===== src/rtl/thermo_decoder.sv =====
// Streaming thermometer-code decoder with a one-entry registered output stage,
// running count accumulator and saturating malformed-code counter.
// Optional macro THERMO_DECODER_STRICT_EN: drop illegal codes instead of forwarding them.
module thermo_decoder #(
  parameter int WIDTH     = 2,
  parameter int OUT_WIDTH = $clog2(WIDTH + 1),
  parameter int ACC_WIDTH = 16
) (
  input  logic                 clk,
  input  logic                 rst,
  input  logic                 in_valid,
  output logic                 in_ready,
  input  logic [WIDTH-1:0]     in_data,
  output logic                 out_valid,
  input  logic                 out_ready,
  output logic [OUT_WIDTH-1:0] out_count,
  output logic                 out_error,
  input  logic                 acc_clear,
  output logic [ACC_WIDTH-1:0] acc_value,
  output logic [7:0]           err_count
);

  logic                 valid_q, valid_d;
  logic [OUT_WIDTH-1:0] count_q, count_d;
  logic                 error_q, error_d;
  logic [ACC_WIDTH-1:0] acc_q, acc_d;
  logic [7:0]           err_cnt_q, err_cnt_d;

  logic [WIDTH-1:0]     data_g;
  logic [OUT_WIDTH-1:0] popcnt;
  logic                 illegal;
  logic                 accept;
  logic                 load;
  logic                 xfer;

  // Gate the data with in_valid so an X on an idle bus never reaches state.
  assign data_g   = in_valid ? in_data : '0;
  assign in_ready = !valid_q || out_ready;
  assign accept   = in_valid && in_ready;
  assign xfer     = valid_q && out_ready;

  // A legal code is contiguous ones from bit 0, so adding one clears every set bit.
  assign illegal  = |(data_g & (data_g + WIDTH'(1)));

`ifdef THERMO_DECODER_STRICT_EN
  assign load = accept && !illegal;
`else
  assign load = accept;
`endif

  always_comb begin
    // NOTE: assign every always_comb output a default first so no path infers a latch.
    popcnt = '0;
    for (int i = 0; i < WIDTH; i++) begin
      popcnt = popcnt + OUT_WIDTH'(data_g[i]);
    end
  end

  always_comb begin
    valid_d   = valid_q;
    count_d   = count_q;
    error_d   = error_q;
    acc_d     = acc_q;
    err_cnt_d = err_cnt_q;

    if (load) begin
      valid_d = 1'b1;
      count_d = popcnt;
`ifdef THERMO_DECODER_STRICT_EN
      error_d = 1'b0;
`else
      error_d = illegal;
`endif
    end else if (xfer) begin
      valid_d = 1'b0;
    end

    // Clear beats a coincident transfer; the transferred count is discarded.
    if (acc_clear) begin
      acc_d = '0;
    end else if (xfer) begin
      acc_d = acc_q + ACC_WIDTH'(count_q);
    end

    if (accept && illegal && (err_cnt_q != 8'hFF)) begin
      err_cnt_d = err_cnt_q + 8'd1;
    end
  end

  // NOTE: sequential state uses non-blocking assignments so every flop samples pre-edge values.
  always_ff @(posedge clk or posedge rst) begin
    if (rst) begin
      valid_q   <= 1'b0;
      count_q   <= '0;
      error_q   <= 1'b0;
      acc_q     <= '0;
      err_cnt_q <= '0;
    end else begin
      valid_q   <= valid_d;
      count_q   <= count_d;
      error_q   <= error_d;
      acc_q     <= acc_d;
      err_cnt_q <= err_cnt_d;
    end
  end

  assign out_valid = valid_q;
  assign out_count = count_q;
`ifdef THERMO_DECODER_STRICT_EN
  assign out_error = 1'b0;
`else
  assign out_error = error_q;
`endif
  assign acc_value = acc_q;
  assign err_count = err_cnt_q;

endmodule


===== config.mk =====
export PLATFORM = sky130hd
export DESIGN_NAME = thermo_decoder
export DESIGN_NICKNAME = d
export VERILOG_FILES = /design/src/rtl/thermo_decoder.sv
export SDC_FILE = /design/constraint.sdc
export NUM_CORES = 1
export LEC_CHECK = 0
export ABC_AREA = 0
export ABC_CLOCK_PERIOD_IN_PS = 4700
export CAP_MARGIN = 20
export CORE_ASPECT_RATIO = 1.4
export CORE_MARGIN = 4
export CORE_UTILIZATION = 50
export CTS_BUF_LIST = sky130_fd_sc_hd__clkbuf_4 sky130_fd_sc_hd__clkbuf_8
export DETAILED_ROUTE_END_ITERATION = 16
export DONT_BUFFER_PORTS = 1
export GPL_TIMING_DRIVEN = 1
export PLACE_DENSITY = 0.68
export SETUP_SLACK_MARGIN = 0.5
export SYNTH_ARGS = -nofsm -noshare
export SYNTH_HDL_FRONTEND = slang
export SYNTH_SLANG_ARGS = --single-unit

===== constraint.sdc =====
create_clock -name clk -period 4.7 [get_ports clk]
set_input_delay 1.41 -clock clk [delete_from_list [all_inputs] [get_ports clk]]
set_output_delay 1.41 -clock clk [all_outputs]
set_load 0.02 [all_outputs]

== Word level (Yosys, flattened, before mapping) ==
Index checks and enable logic that the tools add are counted.

* Flip-flop bits (word level): 28
* Input port bits: 7
* Output and inout port bits: 29
* Word-level logic and storage cells: 25

* Add/subtract/negate cells: 4
* Equality and inequality tests: 1
* Mux-type cells: 5
* Bitwise logic cells: 1
* Reductions and logical operators: 9

{| class="wikitable"
|+ Operators by type and width
! kind !! count
|-
| 16-bit two-way mux || 2
|-
| 16-bit by 2-bit adder with 16-bit output || 1
|-
| 8-bit by 1-bit adder with 8-bit output (second input constant) || 1
|-
| 8-bit inequality test (second input constant) || 1
|-
| 1-bit logical AND || 4
|-
| 2-bit nonzero test || 2
|-
| 1-bit by 1-bit adder with 2-bit output || 1
|-
| 2-bit by 1-bit adder with 2-bit output (second input constant) || 1
|-
| 2-bit AND || 1
|-
| 1-bit two-way mux || 2
|-
| 2-bit two-way mux || 1
|-
| 2-bit OR reduction || 1
|-
| 1-bit zero test || 1
|-
| 1-bit logical OR || 1
|}

== Logic depth before layout (Yosys ltp) ==
* Word-level depth: 6
* Mapped depth: 7
* Mapped depth without buffers: 6

== Worst setup path after synthesis ==
OpenSTA, ideal clock, no wires.

* Path type: in2out
* Start: in out_ready
* End: out in_ready
* Data arrival time: 1.763 ns
* Required time: 3.290 ns
* Setup slack: 1.527 ns
* Cell stages on the path: 1
* Buffers on the path: 0
* Path through: or2b_2

* Longest elaborated chain between the ends: 1

{| class="wikitable"
|+ RTL lines
! item !! RTL line !! RTL
|-
| start: declaration || 15 || <nowiki>input logic out_ready,</nowiki>
|-
| 1-bit logical OR || 38 || <nowiki>assign in_ready = !valid_q || out_ready;</nowiki>
|-
| end: declaration || 12 || <nowiki>output logic in_ready,</nowiki>
|}

No other way between the ends.

== Worst setup path after layout ==
Ends and elaborated chain as after synthesis.

==> flow_metrics.py <==
metrics = {
    "floorplanning": {
        "die_h_um": 71.56,
        "start_util_pct": 53.48,
        "die-area_mm2": 0.003821,
        "core_mm2": 0.002698,
        "placementRows": 22,
        "io_pins": 36,
        "die_w_um": 53.40,
    },
    "sta": {
        "fin_crit_sh_pct": 67.78,
        "max_slew_margin_pct": 61.03,
        "rsz0062_at_grt": "no",
        "setup_violations": 0,
        "fin_ws_ns": 1.514,
        "hold_viol_final": 0,
        "drv_slew": 0,
        "period_needed_ns": 3.186,
        "max_freq_ghz": 0.3139,
        "skew_ns": 0.001536,
        "worst_slew_pin_slew_ns": 0.5839,
        "setup_tns_ns": 0,
    },
    "critical_path": {
        "crit_buf_inv": 0,
        "slowest_stage": "or2b_2",
        "required_ns": 3.29,
        "critPathKind": "primary input to primary output",
        "critPathLaunchType": "primary input",
        "crit_chain": "or2b_2",
        "crit_path_max_incr_delay_ns": 0.36,
        "worstPathArrival_ns": 1.78,
        "crit_family": "simple AND/OR/NAND/NOR gates",
        "end_kind": "primary output",
        "cp_max_fo": 7,
    },
    "finish": {
        "final_net_count": 152,
        "drive_gt1_share_pct": 11.59,
        "antenna_cells": 0,
        "area_delta_synth_final_pct": 6.678,
    },
    "cts": {
        "cts-resized-gates": 0,
        "clk_latency_ns": 0.32,
        "postCtsSetupRepairBufs": 0,
        "clockBufferDepth": 2,
        "cts_tree": "done",
        "clock-sinks": 28,
        "path_clk_slew_ns": 0.14,
        "cts_max_level": 1,
        "cts-root-buf": "clkbuf_4",
        "ctsHoldBuffers": 0,
        "numCtsBuffers": 3,
    },
    "logic_synthesis": {
        "synth.distinct_cells": 33,
        "synth_edf_count": 0,
        "synth_flop_cell": "dfrtp_1",
        "synth_nets": 149,
        "syn_area_mm2": 0.001443,
        "netlist_top_cells_area": "dfrtp_1 (49%), xnor2_1 (4.9%), ha_1 (4.3%)",
        "yosys.area.top_type_share_pct": 48.57,
        "syn_area_per_cell_um2": 10.61,
        "syn_inst": 136,
        "synthArstFlopShare_pct": 100.0,
        "yosys_warnings": 0,
        "yosysSeqAreaShare_pct": 48.57,
        "ys_ff_latch": 28,
        "synth_top_area_cell": "dfrtp_1",
    },
    "global_route": {
        "antenna_found_initial": 0,
        "grt_pass1_vias": 1012,
        "grt_remaining_overflow": 0,
        "grt.total_usage_pct": 16.42,
        "grt_first_pass_wirelength_um": 4740,
        "grt_max_degree": 29,
    },
    "placed_design": {
        "routabilityCongestion": 0.8068,
        "post-place-ws_ns": 1.516,
        "port_buffers": 0,
        "dp_hpwl_um": 2103,
    },
    "route": {
        "vias": 985,
        "final_antenna_net_count": 0,
        "wl_um": 2791,
        "drc": 0,
        "dr.pass1.iters": 4,
        "vias_per_cell": 5.661,
        "routedWlPerCell_um": 16.04,
        "drt_iter0_drc": 4,
    },
    "hold_path": {
        "hold_class": "register to register",
    },
    "pwr": {
        "power_density_mw_per_mm2": 308.7,
        "ir_drop_uv": 405.1,
        "power.leakage_nw": 0.7103,
    },
    "run": {
        "maxCapViolCount": 0,
    },
    "run_status": {
        "status": "completed",
    },
}
==> through the flow <==
stage	cells	hold WS [ns]	cell area [um2]	util (%)	total power, mW
floorplan	136	0.5943	1443	-	0.3491
global placement	169	0.6185	1475	54.68	0.3591
detailed placement	169	0.6263	1475	54.68	0.3626
CTS	173	0.6595	1511	56.03	0.4814
global route	174	0.7019	1539	57.05	0.5024
finish	174	0.6514	1539	57.05	0.4751
==> state kept, by name, summed over array words and instances, names as in the netlist <==
name / cells
out_valid: 1
out_count: 2
acc_value: 16
err_count: 8
out_error: 1
==> cells by family (layout without fill, tap and decap cells) <==
group / Yosys count / in the layout / share of synthesized area [%]
and+or+nand+nor: 67 / 67 / 26.89
DFF: 28 / 28 / 48.57
xor gates and xnor gates: 14 / 14 / 8.500
AOI/OAI and AO/OA: 10 / 10 / 3.990
adders and majority gates: 6 / 6 / 5.724
muxes: 6 / 6 / 4.943
buffers and inverters: 5 / 7 / 1.388
==> final timing paths <==
kind                               from       endpoint  slack (ns)  cells past startpoint
setup / recovery              out_ready       in_ready        1.51                      1
setup reg to reg           acc_value[1]  acc_value[13]        2.68                      5
max in group asynchronous           rst   acc_value[0]        3.22                      2
hold reg to reg               out_error      out_error        0.65                      1
min in group asynchronous           rst   err_count[2]        1.01                      1
hold / removal                out_error      out_error        0.65                      1
==> final cells by class <==
cell class              instances  area (um2)
flip-flops and latches         28       700.7
clock buffers                   4       36.28
inverters                       2       7.507
repair buffers                  1       27.53
multi-input cells             103       721.9
fillers                       255        1159
well taps                      36       45.04
==> cells in the final DEF (no fill, tap or decap), types with 3 or more instances in the layout <==
cell type,Yosys,layout
mux2_2,3,3
and3_1,3,3
dfrtp_1,28,28
xnor2_1,8,8
nor2_1,14,14
ha_1,5,5
nand2b_1,3,3
nand2_1,11,11
nand4_1,7,7
xor2_1,6,6
clkbuf_4,0,3
nor2b_1,3,3
nand3_1,11,11
a21oi_1,5,5
and2_1,3,3
==> metal layers <==
| layer | share of wire, % | routed length, um | GRT usage (%) | up-vias |
|---|---|---|---|---|
| met3 | 4.4 | 123 | 3.326 | 4 |
| met2 | 55 | 1545 | 28.51 | 21 |
| met4 | 1.8 | 49 | 8.807 | 0 |
| met5 | 0 | 0 | 0 | - |
| li1 | - | - | - | 477 |
| met1 | 38 | 1072 | 18.03 | 483 |
==> synth_stat cells (2+ instances only) <==
library cell	count
dfrtp_1	28
nor2_1	14
nand2_1	11
nand3_1	11
xnor2_1	8
nand4_1	7
xor2_1	6
a21oi_1	5
ha_1	5
and2_1	3
and3_1	3
mux2_2	3
nand2b_1	3
nor2b_1	3
and4_1	2
clkbuf_1	2
inv_1	2
mux2_1	2
nor3_1	2
nor3b_1	2
o21ai_0	2
==> power by group <==
| group | internal (mW) | switching (mW) | leakage, nW |
|---|---|---|---|
| sequential | 0.259 | 0.0486 | 0.380 |
| clock | 0.0474 | 0.0685 | 0.0210 |
| combinational | 0.0257 | 0.0256 | 0.309 |
Note: power is estimated with default switching activity, not from simulation.
